## src/rtl/count_pwm_gen_if.sv

```systemverilog
// Signal bundle between the COUNTER consumer and its surrounding logic.
// The master side drives counter phase and duty writes; the slave side is the PWM generator.
interface count_pwm_gen_if #(
    parameter int CNT_W = 4,
    parameter int PCW   = 8
);
    logic [CNT_W-1:0] cnt_q;
    logic [CNT_W:0]   duty_in;
    logic             duty_we;
    logic             err_clr;
    logic             duty_pend;
    logic [CNT_W:0]   duty_act;
    logic             pwm_out;
    logic             wrap;
    logic             resync;
    logic [PCW-1:0]   period_cnt;
    logic             seq_err;

    modport master (
        output cnt_q, duty_in, duty_we, err_clr,
        input  duty_pend, duty_act, pwm_out, wrap, resync, period_cnt, seq_err
    );

    modport slave (
        input  cnt_q, duty_in, duty_we, err_clr,
        output duty_pend, duty_act, pwm_out, wrap, resync, period_cnt, seq_err
    );
endinterface

```

## src/rtl/count_pwm_gen.sv

```systemverilog
// PWM generator driven by a free-running counter phase, with double-buffered duty,
// wrap/resync detection, completed-period counting and sticky sequence-error flag.
module count_pwm_gen #(
    parameter int CNT_W    = 4,
    parameter int PCW      = 8,
    parameter int DUTY_RST = 8,
    parameter int PWM_POL  = 1
) (
    input logic             clk_i,
    input logic             rst_i,
    count_pwm_gen_if.slave  bus
);
    localparam int             DW       = CNT_W + 1;
    localparam logic [DW-1:0]  DUTY_MAX = DW'(1 << CNT_W);
    localparam logic [DW-1:0]  DUTY_INI = DW'(DUTY_RST);
    localparam logic           POL      = (PWM_POL != 0);

    function automatic logic [DW-1:0] clamp_duty(input logic [DW-1:0] d);
        return (d > DUTY_MAX) ? DUTY_MAX : d;
    endfunction

    logic [CNT_W-1:0] prev_q_q;
    logic             prev_vld_q;
    logic [DW-1:0]    shadow_q, shadow_d;
    logic             pend_q, pend_d;
    logic [DW-1:0]    act_q, duty_eff;
    logic             pwm_q, pwm_d;
    logic             wrap_q, resync_q, err_q;
    logic [PCW-1:0]   per_q;

    logic [CNT_W-1:0] exp_cnt;
    logic             wrap_ev, resync_ev, err_ev, load_ev, active;
    logic [DW-1:0]    duty_wr;

    always_comb begin
        exp_cnt   = prev_q_q + 1'b1;
        wrap_ev   = prev_vld_q && (bus.cnt_q == exp_cnt) && (prev_q_q == '1);
        resync_ev = prev_vld_q && (bus.cnt_q == '0) && (prev_q_q != '1);
        err_ev    = prev_vld_q && (bus.cnt_q != exp_cnt) && !resync_ev;
        load_ev   = wrap_ev || resync_ev;
        duty_wr   = clamp_duty(bus.duty_in);

        duty_eff = act_q;
        shadow_d = shadow_q;
        pend_d   = pend_q;
        if (load_ev) begin
            // A write landing on the load cycle goes straight to the active duty.
            pend_d   = 1'b0;
            if (bus.duty_we)
                duty_eff = duty_wr;
            else if (pend_q)
                duty_eff = shadow_q;
        end else if (bus.duty_we) begin
            shadow_d = duty_wr;
            pend_d   = 1'b1;
        end

        active = ({1'b0, bus.cnt_q} < duty_eff);
        pwm_d  = POL ? active : !active;
    end

    always_ff @(posedge clk_i) begin
        if (rst_i) begin
            prev_q_q   <= '0;
            prev_vld_q <= 1'b0;
            shadow_q   <= DUTY_INI;
            pend_q     <= 1'b0;
            act_q      <= DUTY_INI;
            pwm_q      <= !POL;
            wrap_q     <= 1'b0;
            resync_q   <= 1'b0;
            err_q      <= 1'b0;
            per_q      <= '0;
        end else begin
            prev_q_q   <= bus.cnt_q;
            prev_vld_q <= 1'b1;
            shadow_q   <= shadow_d;
            pend_q     <= pend_d;
            act_q      <= duty_eff;
            pwm_q      <= pwm_d;
            wrap_q     <= wrap_ev;
            resync_q   <= resync_ev;
            if (wrap_ev)
                per_q <= per_q + 1'b1;
            // A new error outranks a simultaneous clear.
            if (err_ev)
                err_q <= 1'b1;
            else if (bus.err_clr)
                err_q <= 1'b0;
        end
    end

    assign bus.duty_pend  = pend_q;
    assign bus.duty_act   = act_q;
    assign bus.pwm_out    = pwm_q;
    assign bus.wrap       = wrap_q;
    assign bus.resync     = resync_q;
    assign bus.period_cnt = per_q;
    assign bus.seq_err    = err_q;
endmodule

```

## src/flat_wrapper.sv

```systemverilog
// flat-port wrapper written by rule: the top's interface ports become plain ports
module count_pwm_gen_flat 
#(
    parameter int CNT_W    = 4,
    parameter int PCW      = 8,
    parameter int DUTY_RST = 8,
    parameter int PWM_POL  = 1
)
  (clk_i, rst_i, bus_cnt_q, bus_duty_in, bus_duty_we, bus_err_clr, bus_duty_pend, bus_duty_act, bus_pwm_out, bus_wrap, bus_resync, bus_period_cnt, bus_seq_err);
  count_pwm_gen_if #(.CNT_W(CNT_W), .PCW(PCW)) bus_i ();
  input logic clk_i;
  input logic rst_i;
  input wire logic [$bits(bus_i.cnt_q)-1:0] bus_cnt_q;
  input wire logic [$bits(bus_i.duty_in)-1:0] bus_duty_in;
  input wire logic [$bits(bus_i.duty_we)-1:0] bus_duty_we;
  input wire logic [$bits(bus_i.err_clr)-1:0] bus_err_clr;
  output wire logic [$bits(bus_i.duty_pend)-1:0] bus_duty_pend;
  output wire logic [$bits(bus_i.duty_act)-1:0] bus_duty_act;
  output wire logic [$bits(bus_i.pwm_out)-1:0] bus_pwm_out;
  output wire logic [$bits(bus_i.wrap)-1:0] bus_wrap;
  output wire logic [$bits(bus_i.resync)-1:0] bus_resync;
  output wire logic [$bits(bus_i.period_cnt)-1:0] bus_period_cnt;
  output wire logic [$bits(bus_i.seq_err)-1:0] bus_seq_err;
  assign bus_i.cnt_q = bus_cnt_q;
  assign bus_i.duty_in = bus_duty_in;
  assign bus_i.duty_we = bus_duty_we;
  assign bus_i.err_clr = bus_err_clr;
  assign bus_duty_pend = bus_i.duty_pend;
  assign bus_duty_act = bus_i.duty_act;
  assign bus_pwm_out = bus_i.pwm_out;
  assign bus_wrap = bus_i.wrap;
  assign bus_resync = bus_i.resync;
  assign bus_period_cnt = bus_i.period_cnt;
  assign bus_seq_err = bus_i.seq_err;
  count_pwm_gen #(.CNT_W(CNT_W), .PCW(PCW), .DUTY_RST(DUTY_RST), .PWM_POL(PWM_POL)) u_core (.clk_i(clk_i), .rst_i(rst_i), .bus(bus_i));
endmodule
```

## config.mk

```make
export PLATFORM = sky130hd
export DESIGN_NAME = count_pwm_gen_flat
export DESIGN_NICKNAME = d
export VERILOG_FILES = /design/src/rtl/count_pwm_gen_if.sv /design/src/rtl/count_pwm_gen.sv /design/src/flat_wrapper.sv
export SDC_FILE = /design/constraint.sdc
export NUM_CORES = 1
export LEC_CHECK = 0
export CAP_MARGIN = 0
export CORE_MARGIN = 2
export CORE_UTILIZATION = 30
export DETAILED_ROUTE_END_ITERATION = 7
export PLACE_DENSITY = 0.62
export RECOVER_POWER = 25
export SYNTH_ARGS = -nofsm -noshare
export SYNTH_HDL_FRONTEND = slang
export SYNTH_SLANG_ARGS = --single-unit
```

## constraint.sdc

```tcl
create_clock -name clk_i -period 2.8 [get_ports clk_i]
set_input_delay 0.56 -clock clk_i [delete_from_list [all_inputs] [get_ports clk_i]]
set_output_delay 0.56 -clock clk_i [all_outputs]
set_load 0.005 [all_outputs]
```

---- Word level (Yosys, flattened, before mapping) ----
Index checks and enable logic that the tools add are counted.
Widths: inputs -> output; s select.
word-level totals
  register bits ........................... 28
cells by class
  reduce and logical (&&, ||, !) cells .... 12
  mux-type cells .......................... 7
  magnitude comparators ................... 2
  bitwise logic cells ..................... 1
  equality and inequality tests ........... 4
  add/sub/neg operators ................... 2
operators by type and width
  operator             count
  $mux 5               4
  $add 8x1->8 const B  1
  $logic_and 1x1->1    6
  $gt 5x5->1 const B   1
  $lt 4x5->1           1
  $add 4x1->4 const B  1
  $eq 4x4->1           1
  $eq 4x4->1 const B   1
  $logic_not 4->1      1
  $ne 4x4->1           1
  $ne 4x4->1 const B   1
  $mux 1               3
  $reduce_and 2->1     1
  $reduce_bool 2->1    1
  $reduce_or 2->1      1
  $logic_not 1->1      1
  $logic_or 1x1->1     1
  $not 1->1            1

---- Longest topological paths before layout ----
  word-level depth ........................ 7
  gate-level depth with buffers ........... 12
  mapped depth without buffers ............ 11

---- Worst setup path before layout ----
No wires, ideal clock.
  kind .................................... register to register
  start point ............................. register u_core.prev_q_q[0]
  end point ............................... register u_core.pwm_q (netlist: u_core.bus.pwm_out)
  data required time ...................... 2.726 ns
  cell stages (with the launch flop) ...... 13
  arrival ................................. 2.866 ns
  slack ................................... -0.141 ns
  path through ............................ dfxtp_1 ha_1 xor2_1 or3_4 o31ai_2 buf_6 nand3_1 a21o_1 and2_1 ha_1 a211oi_1 or3b_1 a31oi_1
on the way
  word-level cells in the longest chain between the ends .. 7
ends and longest elaborated chain
  what                            line                 text
  start, declared                 count_pwm_gen.sv:22  logic [CNT_W-1:0] prev_q_q;
  start signal, assigned          count_pwm_gen.sv:75  prev_q_q <= bus.cnt_q;
  $add 4x1->4                     count_pwm_gen.sv:36  exp_cnt = prev_q_q + 1'b1;
  $eq 4x4->1                      count_pwm_gen.sv:37  wrap_ev = prev_vld_q && (bus.cnt_q == exp_cnt) && (prev_q_q == '1);
  $logic_and 1x1->1 (2 in a row)  count_pwm_gen.sv:37
  $logic_or 1x1->1 *              count_pwm_gen.sv:40  load_ev = wrap_ev || resync_ev;
  $mux 5 *                        count_pwm_gen.sv:46  if (load_ev) begin
  $lt 4x5->1 *                    count_pwm_gen.sv:58  active = ({1'b0, bus.cnt_q} < duty_eff);
  end signal, assigned            count_pwm_gen.sv:69  pwm_q <= !POL;
  end signal, assigned            count_pwm_gen.sv:80  pwm_q <= pwm_d;
  end, declared                   count_pwm_gen.sv:27  logic pwm_q, pwm_d;
Every way passes the cells marked *; elsewhere a longest branch is shown, timed or not.
A chain may end at the register's enable or synchronous reset.

---- Final worst setup path ----
  start point ............................. input bus_cnt_q[2]
  end point ............................... register u_core.pwm_q (netlist: u_core.bus.pwm_out)
on the way
  word-level cells in the longest chain between the ends .. 6
ends and longest elaborated chain
  what                                               line                                      text
  start, declared                                    flat_wrapper.sv:13                        input wire logic [$bits(bus_i.cnt_q)-1:0] bus_cnt_q;
  $eq 4x4->1 or $logic_not 4->1 (tied branches)      count_pwm_gen.sv:37, count_pwm_gen.sv:38
  $logic_and 1x1->1 (on tied branches) (2 in a row)  count_pwm_gen.sv:37, count_pwm_gen.sv:38
  $logic_or 1x1->1                                   count_pwm_gen.sv:40
  $mux 5                                             count_pwm_gen.sv:46
  $lt 4x5->1 *                                       count_pwm_gen.sv:58
Marks and branches as above.

==> flow_summary_export.csv <==
group,metric,value,unit
status,status,"finished, final reports clean",
sta,period_share,98.9,%
sta,tightest_slew,626,ps
placed_design,place_area,0.00194,mm2
routing,first_iter_violations,65,
hold_path,holdPathEnd,"u_core.shadow_q[2]",
clocking,cts_tree,"yes",
critical_path,start_kind,"input pin",
clocking,clock-sinks,28,
critical_path,crit_type,"input pin to flop",
clocking,cts_hold_buffers,0,
yosys,async_flop_share,0,%
routing,antenna_left,0,
sta,fmax,361,MHz
power,pwr-share-seq,51.6,%
critical_path,r2r_slack,90,ps
finish,multiInputGateArea,873,um2
finish,synthToLayoutAreaGrowth,51.7,%
yosys,ys_seq_area_share,40.7,%
yosys,yosys-top-cells-area,"dfxtp_1, ha_1, nor2_1, xnor2_1, xor2_1",
yosys,synth_nets,166,
finish,instances_no_fill,259,
yosys,synth-edff-count,0,
grt,antenna_found_initial,0,
critical_path,end_kind,"flop",
power,leakage,0.806,nW
sta,min_period,2770,ps
critical_path,crit_required,3020,ps
critical_path,critical_path_arrival,2990,ps
die,io_pins,31,
job,drv_cap,0,
power,p_switching,208,uW
die,dieWidth,71.8,um
hold_path,hp-start,"u_core.shadow_q[2]",
yosys,synth-seq-cells,28,
routing,drt_pass1_iterations,4,
clocking,htree_levels,1,
finish,antennaDiodeCount,0,
yosys,avgSynthCellArea,9.31,um2
finish,design_area,0.00209,mm2
sta,grt_setup_unrepaired,"true",
finish,n_fill_cell,430,
grt,grt_pass1_vias,1188,
grt,gr-total-overflow,0,
sta,setup_viol,0,
yosys,synthFlopType,"dfxtp_1",
placed_design,dp_hpwl,2520,um
placed_design,place_inst,253,
power,clock_power_share,32.5,%
critical_path,cp_max_fo,4,
hold_path,min_path_cells,2,
critical_path,rr_endpoint,"u_core.bus.pwm_out",
yosys,ys_top_cells_by_count,"dfxtp_1, nor2_1, nand2_1",
hold_path,min_path_type,"flop to flop",
clocking,cts_root_buffer,"clkbuf_8",
power,p_comb_share,15.9,%
finish,layout.nets,226,
clocking,cts_buffers,3,
yosys,synth_most_common_cell,"dfxtp_1",
power,p_per_area,390,mW/mm2
routing,routed_wl,3440,um
power,internal_power,607,uW
die,row_count,24,
die,initial_utilization,31.4,%
finish,final_util,47.7,%
die,die_area,0.00515,mm2
sta,finalClockSkew,2.84,ps
grt,grt_usage,14.1,%
placed_design,io_buffers,30,
die,fp.dieH,71.8,um
clocking,clkTransAtPathRegs,100,ps
critical_path,r2r_cells,11,
grt,grt_pass1_wl,5660,um
clocking,clk-insertion-delay-late,280,ps
yosys,netlist_area,0.00138,mm2
yosys,yosysWarningCount,0,
sta,relSlewSlack,58.3,%
power,swShare,25.5,%
finish,drive_gt1_share,26.1,%
placed_design,place_congestion,0.825,
routing,num_vias,1251,
clocking,cts_buffer_depth,2,
yosys,ys_types,43,
critical_path,rr_startpoint,"u_core.prev_q_q[0]",
power,peakVddDrop,0.157,mV
yosys,yosysTopAreaCellShare,40.7,%
routing,drt_drc_violations_left,0,
routing,viasPerCell,4.83,
grt,grt_max_degree,16,
routing,avgRoutedWirePerCell,13.3,um
finish,regArea,563,um2
sta,maxSlewViolCount,0,
sta,setup_tns,0,ps
sta,hold_violations,0,
die,core,0.00438,mm2
yosys,yosysTopAreaCell,"dfxtp_1",
yosys,postSynthCellCount,148,
## cells in the final DEF, fill, tap and decap left out, drive strengths merged, types with 3 or more instances in the layout
master / netlist / layout
clkbuf: 4 / 6
dlygate4sd2: 0 / 3
nor2b: 8 / 8
a31oi: 4 / 4
and2: 5 / 5
nor3: 3 / 3
mux2i: 4 / 4
nand3: 9 / 9
nand2: 10 / 10
ha: 5 / 5
xnor2: 6 / 6
xor2: 6 / 6
buf: 1 / 28
clkdlybuf4s50: 0 / 26
a21oi: 4 / 4
nor2: 16 / 16
dfxtp: 28 / 28
inv: 4 / 4
## per-stage QoR
stage | setup WS (ps) | power, mW | hold slack (ps)
after detailed placement | -611 | 0.545 | 449
after floorplan | -103 | 0.483 | 437
after global placement | -528 | 0.546 | 447
after global routing | -93.4 | 0.852 | 499
final | 31.5 | 0.815 | 460
after CTS | 3.20 | 0.820 | 465
## state kept, by name, indices dropped and copies added (netlist names)
name,flops
u_core.bus.duty_pend,1
u_core.bus.seq_err,1
u_core.bus.resync,1
u_core.bus.wrap,1
u_core.bus.pwm_out,1
u_core.bus.period_cnt,8
u_core.bus.duty_act,5
u_core.shadow_q,5
u_core.prev_vld_q,1
u_core.prev_q_q,4
## critical path: stages
cell	delay [ps]
clkdlybuf4s50_1	520
xnor2_2	400
o31ai_4	120
buf_4	160
a31oi_1	180
o221ai_2	120
ha_2	220
a211oi_2	210
or3b_1	370
a31oi_1	120
## worst max-delay path by stage
stage / startpoint / end / slack [ps] / depth (start not counted)
global placement: bus_cnt_q[1] / u_core.bus.pwm_out / -530 / 11
CTS: bus_cnt_q[2] / u_core.bus.pwm_out / 3 / 11
finish: bus_cnt_q[2] / u_core.bus.pwm_out / 30 / 10
global route: bus_cnt_q[2] / u_core.bus.pwm_out / -90 / 10
floorplan: u_core.prev_q_q[0] / u_core.bus.pwm_out / -100 / 12
detailed placement: bus_cnt_q[1] / u_core.bus.pwm_out / -610 / 11
## area by class of cell
class	instances	area share, %
Timing Repair Buffer	60	24.8
Multi-Input combinational cell	111	41.8
Tap cell	52	3.11
Clock buffer	4	2.63
Inverter	4	0.719
Sequential cell	28	26.9
## power by group through the flow
stage               Sequential (mW)  Clock [mW]  Combinational (mW)
CTS                           0.421       0.272               0.127
floorplan                     0.427           0              0.0554
finish                        0.421       0.265               0.130
global placement              0.429           0               0.117
detailed placement            0.429           0               0.117
global route                  0.423       0.288               0.141
## logic make-up (layout without fill, tap and decap cells)
logic type               count (synthesis)  after routing  synth area share (%)
XOR/XNOR                                12             12                  7.63
multiplexers                             4              4                  2.91
adder cells (fa/ha/maj)                  5              5                  4.54
buffers and inverters                    9             68                  3.00
AND/OR/NAND/NOR                         65             65                  26.6
AO/OA/AOI/OAI                           25             25                  14.6
flip-flops                              28             28                  40.7
## what timing repair did
| item | 4_1_cts | 5_1_grt |
|---|---|---|
| buffers inserted | 2 | 0 |
| setup endpoints to repair | 1 | 1 |
| gates resized for setup | 13 | 6 |
| pin swaps | 8 | 2 |
## per-layer routing
layer  track usage (%)  share of wire (%)  vias up
met1              19.2                 49      568
met3              3.23                4.8        7
li1                  -                  -      646
met2              21.9                 44       30
met4              5.03                1.8        0
met5                 0                  0        -
Power figures use the tool's default switching activity.
